**config.mk**
```make
export PLATFORM = sky130hd
export DESIGN_NAME = bram_rd_arbiter
export DESIGN_NICKNAME = d
export VERILOG_FILES = /design/src/rtl/bram_rd_arbiter_pkg.sv /design/src/rtl/rd_latency_pipe.sv /design/src/rtl/bram_rd_arbiter.sv
export SDC_FILE = /design/constraint.sdc
export NUM_CORES = 1
export LEC_CHECK = 0
export BUFFER_PORTS_ARGS = -buffer_cell sky130_fd_sc_hd__buf_4
export CAP_MARGIN = 40
export CORE_AREA = 4 4 94 96
export DETAILED_ROUTE_END_ITERATION = 10
export DIE_AREA = 0 0 98 100
export GPL_ROUTABILITY_DRIVEN = 0
export GPL_TIMING_DRIVEN = 0
export PLACE_DENSITY = 0.49
export SYNTH_ARGS = -nofsm -noshare
export SYNTH_HDL_FRONTEND = slang
export SYNTH_SLANG_ARGS = --single-unit
```
**constraint.sdc**
```tcl
create_clock -name clk -period 3.1 [get_ports clk]
set_clock_uncertainty 0.15 [all_clocks]
set_input_delay 0.465 -clock clk [delete_from_list [all_inputs] [get_ports clk]]
set_output_delay 0.465 -clock clk [all_outputs]
set_load 0.005 [all_outputs]
```
**src/rtl/bram_rd_arbiter_pkg.sv**
```systemverilog
// Shared definitions for the two-requester BRAM read arbiter: FSM encoding,
// requester index constants and default bus widths.
package bram_rd_arbiter_pkg;

  typedef enum logic [1:0] {
    ST_IDLE = 2'd0,
    ST_OWN0 = 2'd1,
    ST_OWN1 = 2'd2
  } state_e;

  localparam logic REQ0 = 1'b0;
  localparam logic REQ1 = 1'b1;

  localparam int DEF_ADDR_WIDTH = 16;
  localparam int DEF_DATA_WIDTH = 8;

endpackage

```
**src/rtl/rd_latency_pipe.sv**
```systemverilog
// Valid/owner-tag shift register matching the BRAM read latency, so each
// returning word is steered to the requester that issued it.
module rd_latency_pipe #(
  parameter int RD_LATENCY = 1
) (
  input  logic clk,
  input  logic rst,
  input  logic in_valid,
  input  logic in_owner,
  output logic out_valid,
  output logic out_owner,
  output logic any_valid
);

  logic [RD_LATENCY-1:0] valid_q, valid_d;
  logic [RD_LATENCY-1:0] owner_q, owner_d;

  // Next-stage values: stage 0 takes the new beat, later stages shift.
  always_comb begin
    valid_d    = '0;
    owner_d    = '0;
    valid_d[0] = in_valid;
    owner_d[0] = in_owner;
    for (int i = 1; i < RD_LATENCY; i++) begin
      valid_d[i] = valid_q[i-1];
      owner_d[i] = owner_q[i-1];
    end
  end

  // Pipe registers; reset discards every in-flight beat.
  always_ff @(posedge clk or posedge rst) begin
    if (rst) begin
      valid_q <= '0;
      owner_q <= '0;
    end else begin
      valid_q <= valid_d;
      owner_q <= owner_d;
    end
  end

  assign out_valid = valid_q[RD_LATENCY-1];
  assign out_owner = owner_q[RD_LATENCY-1];
  assign any_valid = |valid_q;

endmodule

```
**src/rtl/bram_rd_arbiter.sv**
```systemverilog
// Round-robin arbiter sharing one BRAM read port between two burst requesters,
// with a burst cap that forces hand-off when the other side is waiting.
module bram_rd_arbiter
  import bram_rd_arbiter_pkg::*;
#(
  parameter int ADDR_WIDTH = DEF_ADDR_WIDTH,
  parameter int DATA_WIDTH = DEF_DATA_WIDTH,
  parameter int RD_LATENCY = 1,
  parameter int MAX_BURST  = 256
) (
  input  logic                  clk,
  input  logic                  rst,
  input  logic                  req0,
  input  logic                  req1,
  input  logic [ADDR_WIDTH-1:0] addr0,
  input  logic [ADDR_WIDTH-1:0] addr1,
  input  logic                  last0,
  input  logic                  last1,
  output logic                  gnt0,
  output logic                  gnt1,
  output logic                  rvalid0,
  output logic                  rvalid1,
  output logic [DATA_WIDTH-1:0] rdata,
  output logic                  bram_en,
  output logic [ADDR_WIDTH-1:0] bram_addr,
  input  logic [DATA_WIDTH-1:0] bram_dout,
  output logic                  busy
);

  localparam int               CNT_W   = $clog2(MAX_BURST + 1);
  localparam logic [CNT_W-1:0] CNT_MAX = CNT_W'(MAX_BURST);

  state_e                state_q, state_d;
  logic                  last_owner_q, last_owner_d;
  logic [CNT_W-1:0]      burst_q, burst_d, burst_inc_s;
  logic [ADDR_WIDTH-1:0] addr_q, addr_d;
  logic                  acc0_s, acc1_s, accept_s;
  logic                  own_req_s, own_last_s, oth_req_s, leave_s;
  logic                  pipe_valid_s, pipe_owner_s, pipe_busy_s;

  assign acc0_s   = req0 & (state_q == ST_OWN0);
  assign acc1_s   = req1 & (state_q == ST_OWN1);
  assign accept_s = acc0_s | acc1_s;
  assign bram_en  = accept_s;
  assign addr_d   = bram_addr;

  // Address mux: follows the accepted requester, otherwise holds the last beat.
  always_comb begin
    bram_addr = addr_q;
    if (acc0_s) begin
      bram_addr = addr0;
    end else if (acc1_s) begin
      bram_addr = addr1;
    end else begin
      bram_addr = addr_q;
    end
  end

  // Next-state, round-robin and burst-cap decisions.
  always_comb begin
    state_d      = state_q;
    last_owner_d = last_owner_q;
    own_req_s    = 1'b0;
    own_last_s   = 1'b0;
    oth_req_s    = 1'b0;
    leave_s      = 1'b0;
    if (accept_s && (burst_q != CNT_MAX)) begin
      burst_inc_s = burst_q + CNT_W'(1);
    end else begin
      burst_inc_s = burst_q;
    end
    case (state_q)
      ST_IDLE: begin
        if (req0 && req1) begin
          state_d = (last_owner_q == REQ1) ? ST_OWN0 : ST_OWN1;
        end else if (req0) begin
          state_d = ST_OWN0;
        end else if (req1) begin
          state_d = ST_OWN1;
        end else begin
          state_d = ST_IDLE;
        end
      end
      ST_OWN0: begin
        own_req_s  = req0;
        own_last_s = last0;
        oth_req_s  = req1;
      end
      ST_OWN1: begin
        own_req_s  = req1;
        own_last_s = last1;
        oth_req_s  = req0;
      end
      default: begin
        state_d = ST_IDLE;
      end
    endcase
    // The cap only bites once the other side is actually waiting.
    if ((state_q == ST_OWN0) || (state_q == ST_OWN1)) begin
      leave_s = (accept_s && own_last_s) || !own_req_s ||
                ((burst_inc_s == CNT_MAX) && oth_req_s);
    end else begin
      leave_s = 1'b0;
    end
    if (leave_s) begin
      if (oth_req_s) begin
        state_d = (state_q == ST_OWN0) ? ST_OWN1 : ST_OWN0;
      end else begin
        state_d = ST_IDLE;
      end
    end else begin
      state_d = state_d;
    end
    if ((state_d != state_q) && (state_d != ST_IDLE)) begin
      last_owner_d = (state_d == ST_OWN1) ? REQ1 : REQ0;
    end else begin
      last_owner_d = last_owner_q;
    end
    if (state_d != state_q) begin
      burst_d = '0;
    end else begin
      burst_d = burst_inc_s;
    end
  end

  // Arbiter state registers.
  always_ff @(posedge clk or posedge rst) begin
    if (rst) begin
      state_q      <= ST_IDLE;
      last_owner_q <= REQ1;
      burst_q      <= '0;
      addr_q       <= '0;
    end else begin
      state_q      <= state_d;
      last_owner_q <= last_owner_d;
      burst_q      <= burst_d;
      addr_q       <= addr_d;
    end
  end

  rd_latency_pipe #(
    .RD_LATENCY(RD_LATENCY)
  ) u_pipe (
    .clk      (clk),
    .rst      (rst),
    .in_valid (accept_s),
    .in_owner (acc1_s ? REQ1 : REQ0),
    .out_valid(pipe_valid_s),
    .out_owner(pipe_owner_s),
    .any_valid(pipe_busy_s)
  );

  assign gnt0    = (state_q == ST_OWN0);
  assign gnt1    = (state_q == ST_OWN1);
  assign rvalid0 = pipe_valid_s & (pipe_owner_s == REQ0);
  assign rvalid1 = pipe_valid_s & (pipe_owner_s == REQ1);
  assign rdata   = bram_dout;
  assign busy    = (state_q != ST_IDLE) | pipe_busy_s;

endmodule

```
======== Word level (Yosys, flattened, before mapping) ========
Index checks and enable logic that the tools add are counted.
cells by class
  $add $sub $neg .......................... 1
  eq/ne operators ......................... 6
  muxes and demuxes ....................... 18
  bitwise logic cells ..................... 7
  reduce and logical (&&, ||, !) cells .... 13
operators with widths
  kind                 number
  $mux 16              2
  $mux 9               2
  $mux 2               7
  $add 9x1->9 const B  1
  $eq 9x9->1 const B   1
  $ne 9x9->1 const B   1
  $pmux 1 s2           3
  $logic_and 1x1->1    5
  $and 1x1->1          4
  $eq 2x2->1 const B   2
  $pmux 2 s2           1
  $reduce_bool 2->1    2
  $logic_or 1x1->1     3
  $mux 1               3
  $eq 2x1->1 const B   1
  $logic_not 2->1      1
  $ne 2x2->1           1
  $or 1x1->1           2
  $reduce_or 2->1      1
  $logic_not 1->1      1
  $not 1->1            1
word-level totals
  bits in registers ....................... 30
  input bits .............................. 46
  output and inout port bits .............. 30
  word-level logic and storage cells ...... 51

======== Longest topological paths before layout ========
  word-level depth ........................ 12
  depth in mapped cells ................... 11
  gate-level depth less buffers ........... 9

======== Hierarchy ========
A second synthesis with hierarchy kept.
unflattened totals
  cells, all modules ...................... 197
  area, all modules ....................... 1861.8 um^2
by module, submodules not included
  module           times used  cells each  area each (um^2)  sequential area each (um^2)
  bram_rd_arbiter  1           193         1800.5            701.9
  rd_latency_pipe  1           4           61.3              50.0

======== Least setup slack after synthesis ========
No wires, ideal clock.
  kind .................................... register to register
  start ................................... register state_q[0]
  end ..................................... register burst_q[0]
  library setup time ...................... 0.127 ns
  arrival ................................. 2.656 ns
  data required time ...................... 2.823 ns
  setup slack ............................. 0.167 ns
  cell stages (with the launch flop) ...... 12
  path buffers ............................ 2
  period minus slack after synthesis ...... 2.933 ns
  path through ............................ dfrtp_1 -> inv_1 -> ha_1 -> clkbuf_1 -> a22o_1 -> and3_1 -> mux2_2 -> nand3b_4 -> a211oi_1 -> o221a_2 -> buf_2 -> nor3_2
on the way
  cells in the longest elaborated chain, start to end .. 12
RTL lines
  item                    line                    RTL
  from (decl)             bram_rd_arbiter.sv:33   state_e state_q, state_d;
  from (signal assigned)  bram_rd_arbiter.sv:134  state_q <= state_d;
  $eq 2x2->1 (*)          -
  named net gnt1          bram_rd_arbiter.sv:20   output logic gnt1,
  $and 1x1->1 (*)         bram_rd_arbiter.sv:42   assign acc1_s = req1 & (state_q == ST_OWN1);
  $or 1x1->1 (*)          bram_rd_arbiter.sv:43   assign accept_s = acc0_s | acc1_s;
  named net bram_en       bram_rd_arbiter.sv:24   output logic bram_en,
  $logic_and 1x1->1       bram_rd_arbiter.sv:67   if (accept_s && (burst_q != CNT_MAX)) begin
  $mux 9                  bram_rd_arbiter.sv:67
  $eq 9x9->1              bram_rd_arbiter.sv:101  ((burst_inc_s == CNT_MAX) && oth_req_s);
  $logic_and 1x1->1       bram_rd_arbiter.sv:101
  $logic_or 1x1->1        bram_rd_arbiter.sv:100  leave_s = (accept_s && own_last_s) || !own_req_s ||
  $mux 1                  bram_rd_arbiter.sv:99   if ((state_q == ST_OWN0) || (state_q == ST_OWN1)) begin
  $mux 2                  bram_rd_arbiter.sv:105  if (leave_s) begin
  $ne 2x2->1              bram_rd_arbiter.sv:119  if (state_d != state_q) begin
  $mux 9 (*)              bram_rd_arbiter.sv:119
  named net burst_d[0]    bram_rd_arbiter.sv:35   logic [CNT_W-1:0] burst_q, burst_d, burst_inc_s;
  to (signal assigned)    bram_rd_arbiter.sv:136  burst_q <= burst_d;
  to (decl)               bram_rd_arbiter.sv:35
The timed path passes the listed nets; every way through them passes the cells marked *.
A chain may end at the register's enable or synchronous reset.

======== Worst setup path in the final report ========
  start ................................... register state_q[0]
  end ..................................... register burst_q[6]
on the way
  cells in the longest elaborated chain, start to end .. 12
RTL lines
  item                                             line
  $eq 2x1->1 / $eq 2x2->1 (equally long branches)  -
  $and 1x1->1, on equally long branches            bram_rd_arbiter.sv:41, bram_rd_arbiter.sv:42
  $or 1x1->1                                       bram_rd_arbiter.sv:43
  $logic_and 1x1->1                                bram_rd_arbiter.sv:67
  $mux 9                                           bram_rd_arbiter.sv:67
  $eq 9x9->1                                       bram_rd_arbiter.sv:101
  $logic_and 1x1->1                                bram_rd_arbiter.sv:101
  $logic_or 1x1->1                                 bram_rd_arbiter.sv:100
  $mux 1                                           bram_rd_arbiter.sv:99
  $mux 2 (*)                                       bram_rd_arbiter.sv:105
  named net state_d[1]                             bram_rd_arbiter.sv:33
  $ne 2x2->1 (*)                                   bram_rd_arbiter.sv:119
  $mux 9 (*)                                       bram_rd_arbiter.sv:119
  named net burst_d[6]                             bram_rd_arbiter.sv:35
Marks and branches as above.

==> flow_summary.ini <==
[pwr]
power.internal_uw = 1250
p_leak_uw = 0.00137
pwr-share-seq_pct = 28.6
swShare_pct = 38.9
power_frac_comb_pct = 54.8
clkPwrFrac_pct = 16.6
ir_worst_vdd_v = 0.000325
p_per_area_mw_per_mm2 = 747
p_sw_uw = 797

[yosys]
synth_edf_count = 0
yosys.cell_types.count = 46
ys_seq_area_share_pct = 38.3
synth_area_sq_mm = 0.00197
ys_ff_latch = 30
ys_warn_count = 0
synthArstFlopShare_pct = 100
syn_nets = 255
avgSynthCellArea_sq_um = 9.64
synth_ff_type = dfrtp_1
postSynthCellCount = 204

[critical_path]
worstSetupPathType = reg -> reg
cp_slowest_cell = dfrtp_1
worstPathCellList = inv_1 -> ha_2 -> a22o_4 -> and3_1 -> mux2_2 -> nand3b_4 -> mux2i_2 -> o211a_1 -> buf_6 -> nor3_2
path_max_fanout = 9
slowest_delay_ps = 450
endpoint_kind = flop
critPathRequiredTime_ps = 3160
crit_path_start_kind = flop
arrival_ps = 2980
r2r_slack_ps = 180

[route]
ant_nets = 0
drc = 0
wl_per_cell_microns = 13.3
vias = 1677
wirelength_microns = 5080
drt_iter0_markers = 40
vias_per_cell = 4.40
dr.pass1.iters = 4

[placed_design]
port-buffer-count = 66
dpl_cell_area_sq_mm = 0.00262
dpl.hpwl_microns = 3940
dp.cells = 376

[global_routing]
grt_pass1_wl_microns = 8420
grt_use_total_pct = 10.7
grt_max_degree = 20
grt-ovfl-total = 0
grt_antenna_before_repair = 0
grt_pass1_vias = 1749

[cts]
worstSkewPairLatency_ps = 290
cts_tree = yes
clock-sinks = 30
cts-root-buf = clkbuf_8
clk_pin_slew_ps = 70
cts_setup_buffers = 0
ctsLongestPathBuffers = 2
hold_buffers = 0
htreeDepth = 2
numCtsBuffers = 5

[floorplanning]
die_area_sq_mm = 0.00980
die_h_microns = 100
io_pins = 76
core_sq_mm = 0.00805
die_x_microns = 98
placementRows = 33
initial_core_util_pct = 24.4

[flow_run]
drv_cap = 0

[timing]
fmax_mhz = 342
slew_headroom_pct = 61.1
whs_ps = 91.6
final-hold-violation-count = 0
min_period_over_period_pct = 94.3
grt_setup_unrepaired = no
worst_slew_pin_slew_ps = 582
finalSetupTns_ps = 0
fin_crit_ps = 2920
setup-violations-final = 0
slew_viol_final = 0

[cells_and_area]
area_delta_synth_final_pct = 39.4
drive_gt1_share_pct = 41.7
final_cells = 381
nFillCells = 871
antennaDiodeCount = 0
final_net_count = 326
fin_area_sq_mm = 0.00274
post-route-util_pct = 34.0

[run_status]
outcome = finished, final reports clean

[min_path]
hold_path.class = in -> async
-- stage by stage --
stage | power (uW) | worst slack (ps)
floorplan | 1260 | 167
global placement | 1710 | -242
detailed placement | 1720 | -226
CTS | 2090 | 9.04
global route | 2240 | 34.7
finish | 2050 | 178
-- cells in the final DEF, fill, tap and decap left out, drive strengths merged, types with 2 or more instances in the layout --
cell type	n
nand4	3
xnor2	4
nand3	2
nand2	31
ha	5
nand3b	2
a21oi	4
a22o	2
nor3	12
buf	77
a211o	2
and2	4
a41oi	2
nor2	4
nand2b	2
xor2	6
o21ai	20
mux2	4
or4b	2
clkbuf	12
mux2i	18
nor2b	2
inv	8
dfrtp	29
and3	4
-- critical path: cells and delay by family (launching register included) --
kind                     cells  cell delay (ps)
AO/OA/AOI/OAI                2              450
adder cells (fa/ha/maj)      1              300
buffers and inverters        2              330
flip-flops                   1              450
multiplexers                 2              570
AND/OR/NAND/NOR              3              580
-- cells by family after synthesis --
logic type	after synthesis	synth area share [%]
multiplexers	22	11.8
AO/OA/AOI/OAI	37	12.2
AND/OR/NAND/NOR	73	22.6
buffers and inverters	27	7.51
adder cells (fa/ha/maj)	5	3.18
flip-flops	30	38.3
XOR/XNOR	10	4.46
-- routing by layer --
| metal | GRT usage (%) | wire [microns] | part of all wire [%] |
|---|---|---|---|
| met2 | 17.4 | 2310 | 45 |
| met4 | 3.83 | 77 | 1.5 |
| met5 | 0 | 0 | 0 |
| met1 | 13.0 | 2290 | 45 |
| met3 | 4.10 | 408 | 8.0 |
-- power groups by stage --
stage          Combinational, uW  Clock [uW]  Sequential (uW)
2_1_floorplan                683           0              577
3_3_place_gp                1120           0              593
3_5_place_dp                1120           0              595
4_1_cts                     1150         354              588
5_1_grt                     1260         373              605
6_report                    1120         339              586
-- cells in the mapped netlist (5+ instances only) --
cell type	count	share of area [%]
mux2i_1	17	8.7
ha_1	5	3.2
inv_1	8	1.5
nor3_2	8	4.1
buf_4	8	3.1
o21ai_0	20	5.1
dfrtp_1	29	37
xor2_1	6	2.7
nand2_1	31	5.9
clkbuf_1	8	1.5
-- sequential cells by signal (all words and copies together) (netlist names) --
register / cells
last_owner_q: 1
u_pipe.any_valid: 1
addr_q: 16
u_pipe.out_owner: 1
burst_q: 9
state_q: 2
-- final cells by class --
class / count / area (sq um) / area share, %
Clock buffer: 6 / 82.6 / 3.01
Sequential cell: 30 / 752 / 27.4
Clock inverter: 2 / 12.5 / 0.457
Buffer: 16 / 113 / 4.11
Timing Repair Buffer: 67 / 523 / 19.1
Tap cell: 105 / 131 / 4.79
Multi-Input combinational cell: 147 / 1100 / 40.0
Inverter: 8 / 30.0 / 1.10
-- repair_timing --
item,in CTS,in global routing
resized for setup,7,8
endpoints found under the setup margin,18,26
hold endpoints to repair,0,0
pin swaps,1,0
-- worst paths after layout --
check | from | end | depth (start not counted)
worst max-delay path | state_q[0] | burst_q[6] | 10
worst min-delay path | rst | addr_q[13] | 2
worst max register to register | state_q[0] | burst_q[6] | 10
worst min register to register | last_owner_q | last_owner_q | 2
max in group asynchronous | rst | last_owner_q | 3
min in group clk | addr0[3] | addr_q[3] | 3
(Power assumes the default switching activity.)
